### src/rtl/s_term_switch_matrix_cfg.sv
// South-edge termination switch matrix with serially loaded per-group modes.
// Mode changes pass through a one-cycle drain that holds every output low.

module s_term_grp #(
  parameter int W = 4
) (
  input  logic         clk_i,
  input  logic         rst_ni,
  input  logic         drain_i,
  input  logic [1:0]   mode_i,
  input  logic [W-1:0] s_i,
  output logic [W-1:0] n_o
);

  logic [W-1:0] rev;
  logic [W-1:0] pipe_d;
  logic [W-1:0] pipe_q;

  // Bit-reverse the incoming wires
  always_comb begin
    rev = '0;
    for (int i = 0; i < W; i++) begin
      rev[i] = s_i[W-1-i];
    end
  end

  // Pipe is flushed while draining so stale data never survives a mode change
  always_comb begin
    pipe_d = drain_i ? '0 : rev;
  end

  // Registered-reverse pipeline stage
  always_ff @(posedge clk_i or negedge rst_ni) begin
    if (!rst_ni) begin
      pipe_q <= '0;
    end else begin
      pipe_q <= pipe_d;
    end
  end

  // Output select by group mode
  always_comb begin
    n_o = '0;
    if (!drain_i) begin
      unique case (mode_i)
        2'b00: n_o = rev;
        2'b01: n_o = s_i;
        2'b10: n_o = pipe_q;
        2'b11: n_o = '0;
        default: n_o = '0;
      endcase
    end
  end

endmodule

module s_term_switch_matrix_cfg #(
  parameter int W1           = 4,
  parameter int W2           = 8,
  parameter int W4           = 16,
  parameter int NoConfigBits = 8
) (
  input  logic                    UserCLK,
  input  logic                    RESET_N,
  input  logic [W1-1:0]           S1END,
  input  logic [W2-1:0]           S2MID,
  input  logic [W2-1:0]           S2END,
  input  logic [W4-1:0]           S4END,
  output logic [W1-1:0]           N1BEG,
  output logic [W2-1:0]           N2BEG,
  output logic [W2-1:0]           N2BEGb,
  output logic [W4-1:0]           N4BEG,
  input  logic                    cfg_sdi,
  input  logic                    cfg_shift,
  input  logic                    cfg_commit,
  output logic                    cfg_sdo,
  output logic                    cfg_busy,
  output logic [NoConfigBits-1:0] cfg_active
);

  typedef enum logic {
    IDLE  = 1'b0,
    DRAIN = 1'b1
  } state_t;

  state_t state_q;
  state_t state_d;

  logic [NoConfigBits-1:0] shadow_q;
  logic [NoConfigBits-1:0] shadow_d;
  logic [NoConfigBits-1:0] pending_q;
  logic [NoConfigBits-1:0] pending_d;
  logic [NoConfigBits-1:0] active_q;
  logic [NoConfigBits-1:0] active_d;

  logic drain;

  // Shadow shifts independently of the commit FSM
  always_comb begin
    shadow_d = shadow_q;
    if (cfg_shift) begin
      shadow_d = {cfg_sdi, shadow_q[NoConfigBits-1:1]};
    end
  end

  // Commit FSM: capture pre-shift shadow, drain one cycle, then apply
  always_comb begin
    state_d   = state_q;
    pending_d = pending_q;
    active_d  = active_q;
    unique case (state_q)
      IDLE: begin
        if (cfg_commit) begin
          pending_d = shadow_q;
          state_d   = DRAIN;
        end
      end
      DRAIN: begin
        active_d = pending_q;
        state_d  = IDLE;
      end
      default: state_d = IDLE;
    endcase
  end

  // Configuration and FSM state registers
  always_ff @(posedge UserCLK or negedge RESET_N) begin
    if (!RESET_N) begin
      state_q   <= IDLE;
      shadow_q  <= '0;
      pending_q <= '0;
      active_q  <= '0;
    end else begin
      state_q   <= state_d;
      shadow_q  <= shadow_d;
      pending_q <= pending_d;
      active_q  <= active_d;
    end
  end

  assign drain      = (state_q == DRAIN);
  assign cfg_busy   = drain;
  assign cfg_sdo    = shadow_q[0];
  assign cfg_active = active_q;

  s_term_grp #(.W(W1)) u_g1 (
    .clk_i   (UserCLK),
    .rst_ni  (RESET_N),
    .drain_i (drain),
    .mode_i  (active_q[1:0]),
    .s_i     (S1END),
    .n_o     (N1BEG)
  );

  s_term_grp #(.W(W2)) u_g2 (
    .clk_i   (UserCLK),
    .rst_ni  (RESET_N),
    .drain_i (drain),
    .mode_i  (active_q[3:2]),
    .s_i     (S2MID),
    .n_o     (N2BEG)
  );

  s_term_grp #(.W(W2)) u_g2b (
    .clk_i   (UserCLK),
    .rst_ni  (RESET_N),
    .drain_i (drain),
    .mode_i  (active_q[5:4]),
    .s_i     (S2END),
    .n_o     (N2BEGb)
  );

  s_term_grp #(.W(W4)) u_g4 (
    .clk_i   (UserCLK),
    .rst_ni  (RESET_N),
    .drain_i (drain),
    .mode_i  (active_q[7:6]),
    .s_i     (S4END),
    .n_o     (N4BEG)
  );

endmodule

### config.mk
export PLATFORM = sky130hd
export DESIGN_NAME = s_term_switch_matrix_cfg
export DESIGN_NICKNAME = d
export VERILOG_FILES = /design/src/rtl/s_term_switch_matrix_cfg.sv
export SDC_FILE = /design/constraint.sdc
export NUM_CORES = 1
export LEC_CHECK = 0
export CORE_MARGIN = 2
export CORE_UTILIZATION = 48
export DETAILED_ROUTE_END_ITERATION = 10
export PLACE_DENSITY = 0.82
export SETUP_SLACK_MARGIN = 0.3
export SYNTH_ARGS = -nofsm -noshare
export SYNTH_HDL_FRONTEND = slang
export SYNTH_SLANG_ARGS = --single-unit
### constraint.sdc
create_clock -name UserCLK -period 1.49 [get_ports UserCLK]
set_input_delay 0.149 -clock UserCLK [delete_from_list [all_inputs] [get_ports UserCLK]]
set_output_delay 0.149 -clock UserCLK [all_outputs]
set_load 0.01 [all_outputs]
==> run metrics, run 1 <==
outcome complete, but fails checks; failing checks setup timing; crit start category flip-flop; crit-path max cell delay ~0.48 ns; Yosys reg bits a little over 60; Layout area overhead 80.9%; clock skew between 0.005 and 0.006 ns; die height approximately 84 µm; die area roughly 7000 µm²; Setup crit end kind primary output; # DRC 0; Crit Path Max Fanout 11; Post-Syn Nets approximately 310; internal power between 5 and 6 mW; WP buf/inv 2; clock share of power about 16%; Final Cycle Share 122%; diode count 0; H-tree levels 3; RePlAce Congestion 0.793; largest net degree at the start of global routing between 60 and 70; initial core utilization 49.1%; clock root buffer clkbuf_8; CTS sink cnt 61; Final nets ~470; Layout fillers between 200 and 300; Worst path slowest cell dfrtp_2; Worst-Margin Slew roughly 0.38 ns; r2r setup slk -0.09 ns; Setup TNS -9.45 ns; Max clock buf depth 2; Pwr per Cell Area between 1000 and 1500 nW/µm²; ANT nets after route 0; Layout Utilization 88.9%; Sw Share 37.0%; Hold Crit Class input pin to async pin; Critical Path RT about 1.3 ns; Max Slew Vio Count 0; Crit path max-delay family flip-flops; Max Cap Viol 0; vias in the first global route between 2000 and 3000; Port-buffer cells 86; Seq/Total Area, Yosys roughly half; RR Startpoint cfg_busy$_DFF_PN0_; Mapped Cells roughly 270; core area ~6300 µm²; GRT Util Overall between 20% and 30%; yosys synthesis warning count 0; Slew HR ~74%; setup violators final 47; Rows 29; RSZ-0062 raised after global routing yes; layout cells sized above 1 about 57%; combinational share of power approximately 57%; CTS tree done; Reg area around 1500 µm²; clock latency on the worst-skew pair 0.35 ns; vias per cell between 5 and 6; kind of critical path flip-flop to primary output; register share of total power between 20% and 30%; VDD IR max approximately 1.1 mV; arrival time at the worst endpoint approximately 1.7 ns; GRT Residual Overflow 0; Final min period about 1.8 ns; area of the multi-input gates a little over 2000 µm²; Vias about 2800; DPL Wire Length approximately 5.3 mm; Iter 0 DRT Violations approximately 140; Reg2Reg Depth 6; R2R Path End cfg_active[6]$_DFFE_PN0P_; FMAX approximately 550 MHz; global-route wire length before repair around 14 mm; Syn Area/Cell between 10 and 15 µm²; final hold vios 0; Pleak 2.40 nW; Netlist cell types 18; Clock transition at path regs 0.08 ns; Die Width between 80 and 90 µm; Mapped Area around 3100 µm²; I/O pins slightly below 90; Total Wirelength 9.66 mm; TritonRoute pass-1 iters 4; initial antenna violation count 0; CP Cell Sequence buf_6, nor2b_1, a211oi_1, a211oi_2, buf_2; WL per Instance around 19 µm; Levels on crit path 5; Net Sw Power 3.10 mW; final setup margin -0.329 ns; cts bufs inserted 9
-- power by group through the flow --
| stage | sequential (mW) | combinational (mW) | clock [mW] |
|---|---|---|---|
| 2_1_floorplan | 2.22 | 2.54 | 0 |
| 3_3_place_gp | 2.25 | 4.02 | 0 |
| 3_5_place_dp | 2.26 | 4.10 | 0 |
| 4_1_cts | 2.22 | 4.51 | 1.36 |
| 5_1_grt | 2.29 | 5.03 | 1.44 |
| 6_report | 2.25 | 4.78 | 1.35 |
-- sequential cells by signal, indices dropped and copies added, names as in the netlist --
register	cells
u_g4.pipe_q	16
u_g2b.pipe_q	8
pending_q	8
cfg_active	8
u_g1.pipe_q	4
shadow_q	8
u_g2.pipe_q	8
cfg_busy	1
-- worst reg2reg max path, stage by stage, from the launching register on --
cell and delay [ns]:
dfrtp_4 0.54, buf_12 0.18, clkbuf_16 0.16, buf_8 0.12, buf_6 0.11, buf_6 0.12
mux2_2 0.26
-- cells in the final DEF (no fill, tap or decap), types with 2 or more instances in the layout --
cell type	instances
mux2_2	24
buf_4	33
nor2b_4	4
buf_16	2
buf_2	39
dfrtp_2	8
a211oi_2	15
clkinv_2	2
clkinvlp_4	2
buf_12	12
clkbuf_8	9
and2b_1	3
nor2b_1	39
nand2b_1	10
mux2i_2	11
nand2b_4	6
dfrtp_1	52
a211oi_4	3
clkinv_4	2
buf_6	37
inv_1	25
mux2i_1	11
mux2i_4	3
clkdlybuf4s50_1	39
or2_4	3
clkbuf_16	2
a211oi_1	4
o32ai_4	25
-- kinds of logic (layout without fill, tap and decap cells) --
group           Yosys count  in the layout  synth area share, %
buf+inv                  49            209                 7.70
flops                    61             61                 49.2
simple gates             67             67                 13.6
compound gates           47             47                 12.7
mux                      49             49                 16.8
-- final cells by class --
cell class / count / area share, %
multi-input combinational: 163 / 36.9
timing repair buffer: 167 / 29.0
sequential: 61 / 27.4
clock buffer: 9 / 2.21
inverter: 26 / 1.74
tap: 77 / 1.72
clock inverter: 7 / 0.914
-- synth_stat cells (all sizes together) --
| cell type | n | share of area [%] |
|---|---|---|
| or2 | 4 | 0.81 |
| inv | 26 | 3.1 |
| buf | 17 | 3.8 |
| mux2 | 24 | 8.7 |
| dfrtp | 61 | 49 |
| clkbuf | 6 | 0.73 |
| a211oi | 22 | 5.6 |
| and2b | 3 | 0.73 |
| o32ai | 25 | 7.1 |
| mux2i | 25 | 8.1 |
| nand2b | 16 | 3.2 |
| nor2b | 44 | 8.9 |
-- per-stage QoR --
| step | std cells | area [µm²] | hold WS (ns) | setup WS, ns | total power [mW] |
|---|---|---|---|---|---|
| floorplan | 273 | 3760 | -0.147 | 0.273 | 4.76 |
| global placement | 455 | 4910 | 0.186 | -0.299 | 6.27 |
| detailed placement | 455 | 4910 | 0.186 | -0.324 | 6.37 |
| CTS | 493 | 5310 | 0.343 | -0.286 | 8.09 |
| global route | 510 | 5610 | 0.351 | -0.408 | 8.76 |
| finish | 510 | 5610 | 0.332 | -0.329 | 8.38 |
-- timing repair --
| action | in CTS | in global routing |
|---|---|---|
| gates cloned | 3 | 3 |
| gates resized for setup | 240 | 37 |
| endpoints found under the setup margin | 62 | 67 |
| buffers inserted | 18 | 14 |
| hold endpoints to repair | 61 | 0 |
| hold buffers | 1 | 0 |
| pin swaps | 7 | 8 |
-- worst max path at each step --
stage                                         start         to  slack (ns)
after floorplan           cfg_active[6]$_DFFE_PN0P_  N4BEG[15]        0.27
after global placement                     S2END[7]  N2BEGb[0]       -0.30
after detailed placement                   S4END[3]  N4BEG[12]       -0.32
after CTS                        cfg_busy$_DFF_PN0_   N4BEG[8]       -0.29
after global routing      cfg_active[6]$_DFFE_PN0P_  N4BEG[13]       -0.41
final                     cfg_active[6]$_DFFE_PN0P_  N4BEG[13]       -0.33
-- layer usage --
metal | part of all wire, % | vias up | track usage, %
met4 | 1.5 | 0 | 7.79
met2 | 54 | 85 | 42.6
met1 | 40 | 1400 | 30.4
li1 | - | 1269 | -
met5 | 0 | - | 0
met3 | 4.4 | 14 | 5.60
Note: power is estimated with default switching activity, not from simulation.
==> run 2: changes to the inputs <==
--- a/config.mk
+++ b/config.mk
@@ -10,3 +10,3 @@
 export DETAILED_ROUTE_END_ITERATION = 10
-export PLACE_DENSITY = 0.82
+export PLACE_DENSITY_LB_ADDON = 0.08
 export SETUP_SLACK_MARGIN = 0.3
--- a/constraint.sdc
+++ b/constraint.sdc
@@ -3,2 +3,2 @@
 set_output_delay 0.149 -clock UserCLK [all_outputs]
-set_load 0.01 [all_outputs]
+set_load 0.1 [all_outputs]
==> run metrics, run 2 <==
CTS sink cnt 61 (unchanged); post-synth top area share 49.2% (unchanged); asr flop ratio synth 100% (unchanged); largest net degree at the start of global routing 62; Seq/Total Area, Yosys 49.2% (unchanged); placed cell area 5450 µm² (was 4910 µm²); Yosys reg bits 61 (unchanged); outcome aborted with a tool error (was complete, but fails checks); Rows 29 (unchanged); top cells by count, synth dfrtp_1, nor2b_1, inv_1 (unchanged); cell count after placement 447 (was 455); RePlAce Congestion 0.732 (was 0.793); top cells by area, synth dfrtp_1, nor2b_1, mux2_2, mux2i_1, o32ai_1 (unchanged); Mapped Cells 273 (unchanged); cts bufs inserted 9 (unchanged); Post-Syn Nets 314 (unchanged); largest area contributor in the netlist dfrtp_1 (unchanged); I/O pins 87 (unchanged); most frequent cell after synthesis dfrtp_1 (unchanged); Die Width 84.4 µm (unchanged); Err [ERROR DPL-0038] Utilization greater than 100%, impossible to legalize; Syn Area/Cell 11.4 µm² (unchanged); initial core utilization 49.1% (unchanged); worst ep type output port; clock root buffer clkbuf_8 (unchanged); Max clock buf depth 2 (unchanged); die height 84.4 µm (unchanged); Port-buffer cells 86 (unchanged); EDFF count, synth 0 (unchanged); Mapped Area 3100 µm² (unchanged); Netlist cell types 18 (unchanged); Primary FF master, synth dfrtp_1 (unchanged); DPL Wire Length 5.66 mm (was 5.34 mm); Fail Step 5_1_grt; Worst endpoint, post-GRT repair N4BEG[8]; yosys synthesis warning count 0 (unchanged); H-tree levels 3 (unchanged)
[run 2: timing repair]
item | CTS
hold endpoints to repair | 61
gates cloned | 1
pin swaps | 24
buffers inserted | 14
hold buffers | 1
endpoints found under the setup margin | 58
resized for setup | 43
[run 2: per-stage QoR]
step                      hold slack, ns  utilization [%]  setup WS [ns]
after floorplan                   -0.147                -         -0.532
after global placement             0.181             86.4        -0.0559
after detailed placement           0.189             86.4         -0.102
after CTS                          0.357             94.5         -0.394
[run 2: kinds of logic after synthesis]
| family | count (synthesis) | share of synthesized area, % |
|---|---|---|
| AO/OA/AOI/OAI | 47 | 12.7 |
| buffers and inverters | 49 | 7.70 |
| flip-flops | 61 | 49.2 |
| multiplexers | 49 | 16.8 |
| AND/OR/NAND/NOR | 67 | 13.6 |
==> run 3: changes to the inputs <==
Settings changed: CORE_UTILIZATION 48 to 35, PLACE_DENSITY_LB_ADDON 0.08 to 0.15, SETUP_SLACK_MARGIN 0.3 to unset.
==> run metrics, run 3 (synthesis results as in run 1) <==
clock root buffer clkbuf_8 (unchanged); die area around 9600 µm²; ANT nets after route 0; cts bufs inserted 9 (unchanged); largest net degree at the start of global routing 29; RSZ-0062 raised after global routing yes; Iter 0 DRT Violations about 100; GRT Util Overall between 10% and 20%; RePlAce Congestion 0.731 (was 0.732); Layout fillers between 600 and 700; Reg area 1560 µm²; pre-CTS setup slack -0.0868 ns (was -0.102 ns); CTS sink cnt 61 (unchanged); max FFs per register 16; Port-buffer cells 86 (unchanged); vias per cell between 4 and 5; commonest non-fill, non-tap cell in the layout buf_12; RR Startpoint cfg_busy$_DFF_PN0_; die height 98.2 µm (was 84.4 µm); Max Cap Viol 0; Final Cycle Share 125%; GRT Residual Overflow 0; Critical Path RT between 1 and 1.5 ns; Pwr per Cell Area slightly above 2000 nW/µm²; Hold Crit Class input pin to async pin; outcome complete, but fails checks (was aborted with a tool error); H-tree levels 3 (unchanged); clock latency on the worst-skew pair around 0.33 ns; Max clock buf depth 2 (unchanged); Max Slew Vio Count 0; Reg2Reg Depth 6; r2r setup slk -0.15 ns; failing checks setup timing; VDD IR max 1.83 mV; R2R Path End pending_q[7]$_DFFE_PN0P_; I/O pins 87 (unchanged); arrival time at the worst endpoint between 1.5 and 2 ns; Pleak approximately 2.5 nW; Worst-Margin Slew 0.430 ns; kind of critical path flip-flop to primary output; Clock transition at path regs roughly 0.07 ns; WL per Instance 16.0 µm; initial antenna violation count 0; Die Width 98.2 µm (was 84.4 µm); crit-path max cell delay roughly 0.52 ns; final hold vios 0; diode count 0; final setup margin -0.376 ns; Layout area overhead 96.6%; Vias about 2500; vias in the first global route around 2700; # DRC 0; Total Wirelength between 8 and 9 mm; initial core utilization 35.8% (was 49.1%); WP buf/inv 2; most frequent cells in the layout buf_12, dfrtp_1, clkdlybuf4s50_1; setup violators final 45; Worst path slowest cell dfrtp_4; Final nets 438; crit start category flip-flop; global-route wire length before repair around 14 mm; CTS tree done; CP Cell Sequence buf_8, or2_4, o32ai_4, buf_12; core area 8680 µm²; DPL Wire Length 5.65 mm (was 5.66 mm); Slew HR 71.4%; Rows 34 (was 29); Layout Utilization 70.3%; layout cells sized above 1 54.2%; FMAX between 500 and 600 MHz; Worst Hold Margin roughly 0.28 ns; clock skew roughly 0.008 ns; Largest Register u_g4.pipe_q; Setup crit end kind primary output; Final min period 1.87 ns; Crit path max-delay family flip-flops; TritonRoute pass-1 iters 4; Crit Path Max Fanout 7; area of the multi-input gates ~2200 µm²
## run 3: worst max path at each step
stage                                   start        end  slack [ns]  cells after the start
finish                     cfg_busy$_DFF_PN0_   N2BEG[6]       -0.38                      4
global route               cfg_busy$_DFF_PN0_   N2BEG[1]       -0.43                      4
CTS                        cfg_busy$_DFF_PN0_   N2BEG[7]       -0.38                      4
detailed placement         cfg_busy$_DFF_PN0_   N2BEG[5]       -0.09                      3
global placement           cfg_busy$_DFF_PN0_   N2BEG[7]       -0.06                      3
floorplan           cfg_active[6]$_DFFE_PN0P_  N4BEG[11]       -0.53                      4
## run 3: where the power goes
part	internal (mW)	switching (mW)	leakage, nW
logic	3.54	5.14	1.66
clock network	0.814	0.638	0.0964
registers	2.01	0.298	0.738
## run 3: what timing repair did
action	4_1_cts	5_1_grt
hold buffers	1	0
cloned	4	0
resized for setup	34	16
pin swaps	24	13
buffers inserted	6	8
endpoints found under the hold margin	14	0
setup endpoints to repair	44	46
## run 3: worst reg2reg max path, cell delays in order, from the launching register on
cell and delay [ns]:
dfrtp_4 0.52, buf_8 0.16, buf_16 0.15, buf_8 0.13, nand2b_4 0.15, buf_6 0.13, mux2_4 0.29
## run 3: cell type report
type | count | share of cell area [%]
repair buffers | 136 | 32.0
flip-flops and latches | 61 | 25.5
multi-input cells | 163 | 35.4
well taps | 108 | 2.22
clock inverters | 4 | 0.779
clock buffers | 12 | 2.38
inverters | 26 | 1.60
## run 3: layer usage
metal  global-route usage [%]  wire, µm  vias to the layer above
li1                         -         -                     1188
met1                     24.0      3570                     1232
met2                     31.0      4210                       54
met4                     3.79        53                        0
met3                     3.94       337                        4
met5                        0         0                        -
## run 3: per-stage QoR
step / cells / instance area, µm² / TNS (ns) / total power [mW]
after floorplan: 273 / 3940 / -17.96 / 8.05
final: 510 / 6100 / -12.32 / 12.4
after global placement: 476 / 5490 / -0.696 / 10.6
after global routing: 510 / 6100 / -14.51 / 12.9
after detailed placement: 476 / 5490 / -1.46 / 10.6
after CTS: 503 / 5990 / -12.77 / 12.4
